### src/rtl/var_delay_pkg.sv
`default_nettype none
// +----------------------------------------------------------------------+
// | Package   : var_delay_pkg                                            |
// | Purpose   : Default parameters and width helpers for var_delay_line  |
// | Revision  : 1.0 - initial release                                    |
// +----------------------------------------------------------------------+
package var_delay_pkg;

    localparam int c_def_width       = 1;
    localparam int c_def_max_len     = 15;
    localparam int c_def_clock_hz    = 12_000_000;
    localparam int c_def_debounce_ms = 10;
    localparam int c_def_wrap        = 1;

    function automatic int calc_len_w(input int max_len);
        return $clog2(max_len + 1);
    endfunction

    function automatic int calc_db_cnt(input int clock_hz, input int debounce_ms);
        return (clock_hz / 1000) * debounce_ms;
    endfunction

endpackage
`default_nettype wire

### src/rtl/btn_debounce.sv
`default_nettype none
// +----------------------------------------------------------------------+
// | Module    : btn_debounce                                             |
// | Purpose   : Synchronise and debounce a button, emit a press pulse    |
// | Revision  : 1.0 - initial release                                    |
// +----------------------------------------------------------------------+
module btn_debounce #(
    parameter int DB_CNT = 4
) (
    input  logic ext_clk,
    input  logic rst_n,
    input  logic btn,
    output logic press
);

    localparam int                 c_cnt_w  = $clog2(DB_CNT + 1);
    localparam logic [c_cnt_w-1:0] c_reload = c_cnt_w'(DB_CNT);
    localparam logic [c_cnt_w-1:0] c_one    = c_cnt_w'(1);

    logic               r_sync1;
    logic               r_sync2;
    logic               r_state;
    logic               r_state_d;
    logic               r_press;
    logic [c_cnt_w-1:0] r_cnt;
    logic [c_cnt_w-1:0] w_cnt_dec;
    logic               w_mis;

    // An idle counter (0) loads DB_CNT on a fresh mismatch; losing the mismatch aborts.
    assign w_mis     = r_sync2 ^ r_state;
    assign w_cnt_dec = (r_cnt == '0) ? c_reload : r_cnt - c_one;

    always_ff @(posedge ext_clk or negedge rst_n) begin
        if (!rst_n) begin
            r_sync1   <= 1'b0;
            r_sync2   <= 1'b0;
            r_state   <= 1'b0;
            r_state_d <= 1'b0;
            r_press   <= 1'b0;
            r_cnt     <= '0;
        end else begin
            r_sync1   <= btn;
            r_sync2   <= r_sync1;
            r_state_d <= r_state;
            r_press   <= r_state & ~r_state_d;
            if (w_mis) begin
                if (w_cnt_dec == c_one) begin
                    r_state <= r_sync2;
                    r_cnt   <= '0;
                end else begin
                    r_cnt   <= w_cnt_dec;
                end
            end else begin
                r_cnt <= '0;
            end
        end
    end

    assign press = r_press;

endmodule
`default_nettype wire

### src/rtl/var_delay_line.sv
`default_nettype none
// +----------------------------------------------------------------------+
// | Module    : var_delay_line                                           |
// | Purpose   : Button-adjustable delay line counted in valid samples    |
// | Revision  : 1.0 - initial release                                    |
// +----------------------------------------------------------------------+
module var_delay_line
    import var_delay_pkg::*;
#(
    parameter int  WIDTH       = c_def_width,
    parameter int  MAX_LEN     = c_def_max_len,
    parameter int  CLOCK_HZ    = c_def_clock_hz,
    parameter int  DEBOUNCE_MS = c_def_debounce_ms,
    parameter int  WRAP        = c_def_wrap,
    localparam int LEN_W       = calc_len_w(MAX_LEN)
) (
    input  logic             ext_clk,
    input  logic             rst_n,
    input  logic [WIDTH-1:0] in_data,
    input  logic             in_valid,
    input  logic             btn_up,
    input  logic             btn_down,
    output logic [WIDTH-1:0] out_data,
    output logic             out_valid,
    output logic [LEN_W-1:0] len,
    output logic             out_en
);

    localparam int               DB_CNT    = calc_db_cnt(CLOCK_HZ, DEBOUNCE_MS);
    localparam logic [LEN_W-1:0] c_max     = LEN_W'(MAX_LEN);
    localparam logic [LEN_W-1:0] c_len_one = LEN_W'(1);

    logic             w_up_p;
    logic             w_down_p;
    logic [LEN_W-1:0] r_len;
    logic [LEN_W-1:0] w_len_nxt;
    logic [LEN_W-1:0] r_fill;
    logic [WIDTH-1:0] r_line [MAX_LEN];
    logic [WIDTH-1:0] w_tap;

    btn_debounce #(.DB_CNT(DB_CNT)) u_db_up (
        .ext_clk (ext_clk),
        .rst_n   (rst_n),
        .btn     (btn_up),
        .press   (w_up_p)
    );

    btn_debounce #(.DB_CNT(DB_CNT)) u_db_down (
        .ext_clk (ext_clk),
        .rst_n   (rst_n),
        .btn     (btn_down),
        .press   (w_down_p)
    );

    // Simultaneous up and down pulses cancel.
    always_comb begin
        w_len_nxt = r_len;
        if (w_up_p && !w_down_p) begin
            if (r_len >= c_max) begin
                w_len_nxt = (WRAP != 0) ? '0 : c_max;
            end else begin
                w_len_nxt = r_len + c_len_one;
            end
        end else if (w_down_p && !w_up_p) begin
            if (r_len == '0) begin
                w_len_nxt = (WRAP != 0) ? c_max : '0;
            end else begin
                w_len_nxt = r_len - c_len_one;
            end
        end
    end

    always_ff @(posedge ext_clk or negedge rst_n) begin
        if (!rst_n) begin
            r_len  <= '0;
            r_fill <= '0;
        end else begin
            r_len <= w_len_nxt;
            if (in_valid && (r_fill != c_max)) begin
                r_fill <= r_fill + c_len_one;
            end
        end
    end

    always_ff @(posedge ext_clk or negedge rst_n) begin
        if (!rst_n) begin
            for (int k = 0; k < MAX_LEN; k++) begin
                r_line[k] <= '0;
            end
        end else if (in_valid) begin
            r_line[0] <= in_data;
            for (int k = 1; k < MAX_LEN; k++) begin
                r_line[k] <= r_line[k-1];
            end
        end
    end

    always_comb begin
        w_tap = '0;
        for (int k = 1; k <= MAX_LEN; k++) begin
            if (r_len == LEN_W'(k)) begin
                w_tap = r_line[k-1];
            end
        end
    end

    // Length zero is a combinational bypass; otherwise validity waits for the line to fill.
    assign out_data  = (r_len == '0) ? in_data  : w_tap;
    assign out_valid = (r_len == '0) ? in_valid : (in_valid && (r_fill >= r_len));
    assign len       = r_len;
    assign out_en    = 1'b1;

endmodule
`default_nettype wire

### config.mk
export PLATFORM = sky130hd
export DESIGN_NAME = var_delay_line
export DESIGN_NICKNAME = d
export VERILOG_FILES = /design/src/rtl/var_delay_pkg.sv /design/src/rtl/btn_debounce.sv /design/src/rtl/var_delay_line.sv
export SDC_FILE = /design/constraint.sdc
export NUM_CORES = 1
export LEC_CHECK = 0
export CAP_MARGIN = 20
export CELL_PAD_IN_SITES_DETAIL_PLACEMENT = 0
export CELL_PAD_IN_SITES_GLOBAL_PLACEMENT = 1
export CORE_UTILIZATION = 45
export CTS_CLUSTER_DIAMETER = 80
export DETAILED_ROUTE_END_ITERATION = 10
export HOLD_SLACK_MARGIN = 0.1
export PLACE_DENSITY_LB_ADDON = 0.1
export SYNTH_ARGS = -nofsm -noshare
export SYNTH_HDL_FRONTEND = slang
export SYNTH_SLANG_ARGS = --single-unit
### constraint.sdc
create_clock -name ext_clk -period 7.5 [get_ports ext_clk]
set_clock_uncertainty 0.2 [all_clocks]
set_input_delay 1.125 -clock ext_clk [delete_from_list [all_inputs] [get_ports ext_clk]]
set_output_delay 1.125 -clock ext_clk [all_outputs]
set_load 0.005 [all_outputs]
Word-level counts from Yosys, hierarchy flattened
Cells that the tools add are included.

Input bits: 6. Output and inout port bits: 7. Word-level logic and storage cells: 99. Register bits: 67.

Eq/ne operators: 18. Mux-type cells: 27. Bitwise operators: 6. Add/sub/neg operators: 5. Reduce and logical (&&, ||, !) cells: 12. Order comparisons: 2.

Operator list (count): $mux W17 (6); $eq A17 B1 Y1 const B (2); $logic_not A17 Y1 (2); $sub A17 B1 Y17 const B (2); $eq A4 B4 Y1 const B (8); $mux W1 (17); $eq A4 B3 Y1 const B (4); $mux W4 (4); $add A4 B1 Y4 const B (2); $eq A4 B2 Y1 const B (2); $eq A4 B1 Y1 const B (1); $ge A4 B4 Y1 (1); $ge A4 B4 Y1 const B (1); $logic_and A1 B1 Y1 (4); $logic_not A4 Y1 (1); $ne A4 B4 Y1 const B (1); $reduce_and A2 Y1 (2); $sub A4 B1 Y4 const B (1); $and A1 B1 Y1 (2); $logic_not A1 Y1 (2); $not A1 Y1 (2); $reduce_bool A2 Y1 (1); $xor A1 B1 Y1 (2).

Longest topological paths before layout
Depth in word-level cells: 17. Mapped depth: 9.

Modules after synthesis
A second synthesis with hierarchy kept.

Cells, all modules: 354. Area total of the unflattened synthesis: 3689.8 sq um.

Modules (own cells, without submodules): btn_debounce (instances 2, sequential area each 550.5 sq um, area each 1142.3 sq um, cells each 108); var_delay_line (instances 1, sequential area each 575.6 sq um, area each 1405.1 sq um, cells each 138).

Worst setup path before layout
OpenSTA, ideal clock, no wires.

Path kind: flip-flop to output port. Start point: reg r_len[0] (netlist: len[0]). End point: out out_data. Cell stages (with the launch flop): 10. Path slack: 4.457 ns. Arrival time: 1.718 ns. Path through: dfrtp_1 -> clkbuf_1 -> inv_1 -> ha_1 -> nor2b_1 -> nor3_1 -> o21ai_0 -> a21oi_1 -> o32ai_1 -> a21oi_1.

Longest elaborated chain between the ends: 17. Elaborated cells between the ends (all ways): 32. Classes of those cells: eq/ne (15); mux (16); reduce/logical (1).

RTL lines: start: declaration (RTL line var_delay_line.sv:35) `logic [LEN_W-1:0] r_len;`; start signal: assignment (RTL line var_delay_line.sv:78) `r_len <= w_len_nxt;`; $eq A4 B1 Y1 (RTL line var_delay_line.sv:101) `if (r_len == LEN_W'(k)) begin`; $mux W1 (15 in series) (RTL line var_delay_line.sv:101); $mux W1 (*) (RTL line var_delay_line.sv:108) `assign out_data = (r_len == '0) ? in_data : w_tap;`; end: declaration (RTL line var_delay_line.sv:23) `output logic [WIDTH-1:0] out_data,`.

Every way passes the cells marked *; elsewhere a longest branch is shown, timed or not.

Worst setup path in the final report
Start point: in in_valid. End point: out out_valid.

Longest elaborated chain between the ends: 2.

RTL lines: start: declaration (RTL line var_delay_line.sv:20) `input logic in_valid,`; $logic_and A1 B1 Y1 (RTL line var_delay_line.sv:109) `assign out_valid = (r_len == '0) ? in_valid : (in_valid && (r_fill >= r_len));`; $mux W1 (*) (RTL line var_delay_line.sv:109); end: declaration (RTL line var_delay_line.sv:24) `output logic out_valid,`.

Marked as above.

==> flow_results.org <==
** Floorplan
- From left edge to right edge, the die measures 92.4 microns.
- From bottom edge to top edge, the die measures 92.4 microns.
- I/O pin cnt :: 13
- Once the floorplan was initialized, standard cells occupied 47.1% of the core.
- In this run the standard cell core region covers 7810 sq um.
- In this run the core area contains 32 standard-cell rows.
- The floorplan step defined a die boundary enclosing 8530 sq um.

** Clock tree
- Buffers inserted to repair hold after CTS numbered 0.
- The clock net in this run drives a total of 67 sinks.
- TritonCTS built the clock tree.
- In this run, post-CTS repair resized a total of 0 instances.
- Root Buffer :: sky130_fd_sc_hd__clkbuf_8
- After clock tree synthesis, the setup repair step added 0 buffers.
- Maximum level of the CTS H-tree :: 3
- Buffers inserted during clock tree synthesis total 9.
- After clock tree synthesis, the clock-pin slew on the worst setup and hold paths is 0.07 ns.
- Clock latency on the worst-skew pair, taken at its later pin, is 0.34 ns.
- Largest buffer count on any clock path :: 2

** STA
- Setup repair after global routing left no endpoint under its margin.
- Final Hold Viols :: 0
- Smallest setup slack after layout :: 3.25 ns
- Based on the critical path, the design can be clocked at up to 236 MHz.
- Measured against its own limit, the worst slew margin works out to 43.0%.
- Tcrit/Tclk final :: 56.6%
- On the final layout, the worst hold slack is 0.155 ns.
- At the pin with the least slew margin, the transition time is 0.853 ns.
- Final-layout setup total negative slack :: 0 ns
- Fin crit period :: 4.25 ns
- The final count of pins violating max slew came to 0.
- Setup violations remaining at the end of the flow were counted as 0.

** Setup path
- At the worst endpoint, the arrival time is 2.92 ns.
- Critical path launch point :: in_valid
- Worst reg2reg endpoint :: u_db_up.r_state$_DFFE_PN0P_
- Across all register-to-register paths, the minimum setup slack is 4.55 ns.
- Slowest stage cell on the critical path :: sky130_fd_sc_hd__clkdlybuf4s50_1
- For the worst setup path, the data required time is 6.17 ns.
- The critical path is of the in2out type.
- Kind of end point of the critical path :: output pin
- Following the worst setup path forward leads to its endpoint at out_valid.
- In this run the worst path has a maximum fanout of 23.
- The largest single stage delay on the critical path is 1.03 ns.
- STA classifies the critical path startpoint as an input pin.
- For the worst flop-to-flop path, the logic depth is 6.
- The signal on the critical path passes through clkdlybuf4s50_1 -> a21boi_0 -> clkdlybuf4s50_1.
- In this run the critical register-to-register path is launched from u_db_up.r_cnt[3]$_DFF_PN0_.
- By instance count, the cell type seen most on the critical path is sky130_fd_sc_hd__clkdlybuf4s50_1.

** Layout
- For this run, the post-layout net count is 398.
- After routing the design area is 4040 sq um.
- Layout cells sized above 1 :: 13.8%
- The filler cells instantiated in the layout total 744.
- Leaving out fill and tap cells, the most frequent cell in the layout is sky130_fd_sc_hd__dfrtp_1.
- Reg area :: 1680 sq um
- Area occupied by multi-input gates :: 1850 sq um
- Inserted Diodes :: 0
- The library cells used most frequently in the layout, excluding fill and tap cells, are 67 x sky130_fd_sc_hd__dfrtp_1, 43 x sky130_fd_sc_hd__nor2_1, 25 x sky130_fd_sc_hd__a21oi_1, 22 x sky130_fd_sc_hd__nand2_1, 19 x sky130_fd_sc_hd__xnor2_1.
- Compared with the post-synthesis result, the final layout area differs by 10.0%.

** Placed design
- IO buf count :: 11
- Routability cong. :: 0.824
- Setup slack after placement :: 3.23 ns
- The placed instances occupy a cell area of 3830 sq um.
- The HPWL after detailed placement is 4.77 mm.

** Synthesis
- Async set-reset flop share out of synthesis :: 100%
- Share of the synthesized area in the top cell type :: 45.6%
- The most used flip-flop cell after synthesis is sky130_fd_sc_hd__dfrtp_1.
- Synth Net Count :: 391
- Total standard cell area after synthesis :: 3670 sq um
- For this run, the number of Yosys warnings is 0.
- Of all cell types, the one taking the most synthesized area is sky130_fd_sc_hd__dfrtp_1.
- Top cells by area in the synthesized netlist :: sky130_fd_sc_hd__dfrtp_1 46%, sky130_fd_sc_hd__xnor2_1 4.5%, sky130_fd_sc_hd__nor2_1 4.4%
- Synth Area per Inst :: 9.85 sq um
- In this run, synthesis produced a sequential element count of 67.
- Yosys mapped a number of flops with a built-in enable equal to 0.
- Of the synthesized area, sequential elements account for 45.6%.
- Yosys mapped the design onto 63 distinct sky130hd cell types.
- Synth Instances :: 373

** GRT
- Leftover overflow at the end of global routing :: 0
- Number of antenna violations at the first check in global routing :: 0
- The via count of the first global-routing pass is 2470.
- Overall routing resource usage :: 17.9%
- The first global-routing pass estimated 11.9 mm of wire.
- Pin count of the biggest net entering global routing :: 68

** Power
- For this design the ratio of total power to cell area is 443 nW/um^2.
- IR analysis of the VDD net gives a maximum drop of 0.184 mV.
- In this run the static leakage power is 1.73 nW.

** Hold path
- Class of the tightest hold or removal check :: reg2reg

** Drt
- For this block, the initial DRC count from the detailed router was 130.
- The detailed router placed 2604 vias in this run.
- After detailed routing, the number of remaining DRC violations is 0.
- After detailed routing, the total wire length is 6.87 mm.
- DR pass1 iterations :: 5
- Routed wire length per instance :: 14.1 microns
- After detailed routing, the number of vias per cell comes to 5.36.
- The detail route stage leaves a number of antenna-violating nets equal to 0.

** Job
- Max-cap violations in this run came to 0.

** Status
- Result of the run :: completed
==> flip-flops by register name, indices dropped and copies added, names as in the netlist <==
register             flops
len                      4
u_db_down.r_sync2        1
u_db_up.press            1
u_db_up.r_cnt           17
r_line                  15
u_db_up.r_state_d        1
u_db_down.r_state        1
u_db_up.r_state          1
u_db_up.r_sync1          1
r_fill                   4
u_db_down.r_cnt         17
u_db_down.r_state_d      1
u_db_up.r_sync2          1
u_db_down.press          1
u_db_down.r_sync1        1
==> worst min-delay path by stage <==
stage                                            from  cells past startpoint                     endpoint
after floorplan           u_db_down.r_sync1$_DFF_PN0_                      0  u_db_down.r_sync2$_DFF_PN0_
after global placement    u_db_down.r_sync1$_DFF_PN0_                      0  u_db_down.r_sync2$_DFF_PN0_
after detailed placement  u_db_down.r_sync1$_DFF_PN0_                      0  u_db_down.r_sync2$_DFF_PN0_
after CTS                 u_db_down.r_sync1$_DFF_PN0_                      0  u_db_down.r_sync2$_DFF_PN0_
final                     u_db_down.r_sync1$_DFF_PN0_                      0  u_db_down.r_sync2$_DFF_PN0_
after global routing      u_db_down.r_sync1$_DFF_PN0_                      0  u_db_down.r_sync2$_DFF_PN0_
==> per-stage QoR <==
step,power (mW),util [%],instances
after global routing,1.95,51.8,486
final,1.79,51.8,486
after floorplan,1.28,-,373
after CTS,1.81,51.8,486
after detailed placement,1.47,49.0,471
after global placement,1.46,49.0,471
==> routing by layer <==
| metal | GRT usage, % | wire length, microns | share of wire, % | up-vias |
|---|---|---|---|---|
| li1 | - | - | - | 1317 |
| met1 | 25.4 | 3470 | 51 | 1239 |
| met2 | 27.1 | 3060 | 45 | 41 |
| met3 | 4.19 | 255 | 3.7 | 7 |
| met4 | 5.86 | 76 | 1.1 | 0 |
| met5 | 0 | 0 | 0 | - |
==> cells by family (layout without fill, tap and decap cells) <==
| kind of cell | count (synthesis) | count (layout) | share of synthesized area, % |
|---|---|---|---|
| XOR/XNOR | 31 | 31 | 7.60 |
| adder cells (fa/ha/maj) | 12 | 12 | 4.09 |
| other | 1 | 1 | 0.102 |
| AND/OR/NAND/NOR | 145 | 145 | 21.3 |
| flip-flops | 67 | 67 | 45.6 |
| AO/OA/AOI/OAI | 68 | 68 | 12.1 |
| multiplexers | 17 | 17 | 5.25 |
| buffers and inverters | 32 | 43 | 4.02 |
==> cells in the mapped netlist, types with 4 or more instances <==
library cell and count:
sky130_fd_sc_hd__nor2b_1 10, sky130_fd_sc_hd__dfrtp_1 67, sky130_fd_sc_hd__nor4_1 10, sky130_fd_sc_hd__mux2_2 13, sky130_fd_sc_hd__ha_1 12, sky130_fd_sc_hd__nand2_1 22, sky130_fd_sc_hd__xor2_1 11, sky130_fd_sc_hd__nand4_1 5
sky130_fd_sc_hd__inv_1 15, sky130_fd_sc_hd__nor2_1 43, sky130_fd_sc_hd__nor2_2 5, sky130_fd_sc_hd__nor3_1 11, sky130_fd_sc_hd__a21oi_1 25, sky130_fd_sc_hd__nand3_1 4, sky130_fd_sc_hd__o21ai_0 16, sky130_fd_sc_hd__nand2b_1 4
sky130_fd_sc_hd__xnor2_1 19, sky130_fd_sc_hd__clkbuf_1 10, sky130_fd_sc_hd__nand3b_1 5, sky130_fd_sc_hd__or3_1 5
==> power by group <==
group	switching (mW)	leakage, nW	internal [mW]	total [mW]
Sequential	0.135	0.860	0.479	0.614
Clock	0.136	0.108	0.193	0.329
Combinational	0.452	0.762	0.396	0.848
Total	0.724	1.73	1.07	1.79
==> final cells by class <==
| class | count | area share [%] |
|---|---|---|
| inverters | 16 | 1.49 |
| multi-input cells | 274 | 45.8 |
| repair buffers | 12 | 2.79 |
| clock buffers | 10 | 3.41 |
| flip-flops and latches | 67 | 41.5 |
| well taps | 102 | 3.16 |
| clock inverters | 5 | 1.92 |
==> critical path: cells and delay by family <==
kind                   cells  cell delay, ns
buffers and inverters      2            1.55
AOI/OAI and AO/OA          1            0.25
No activity file was read; power rests on OpenSTA's default activity.
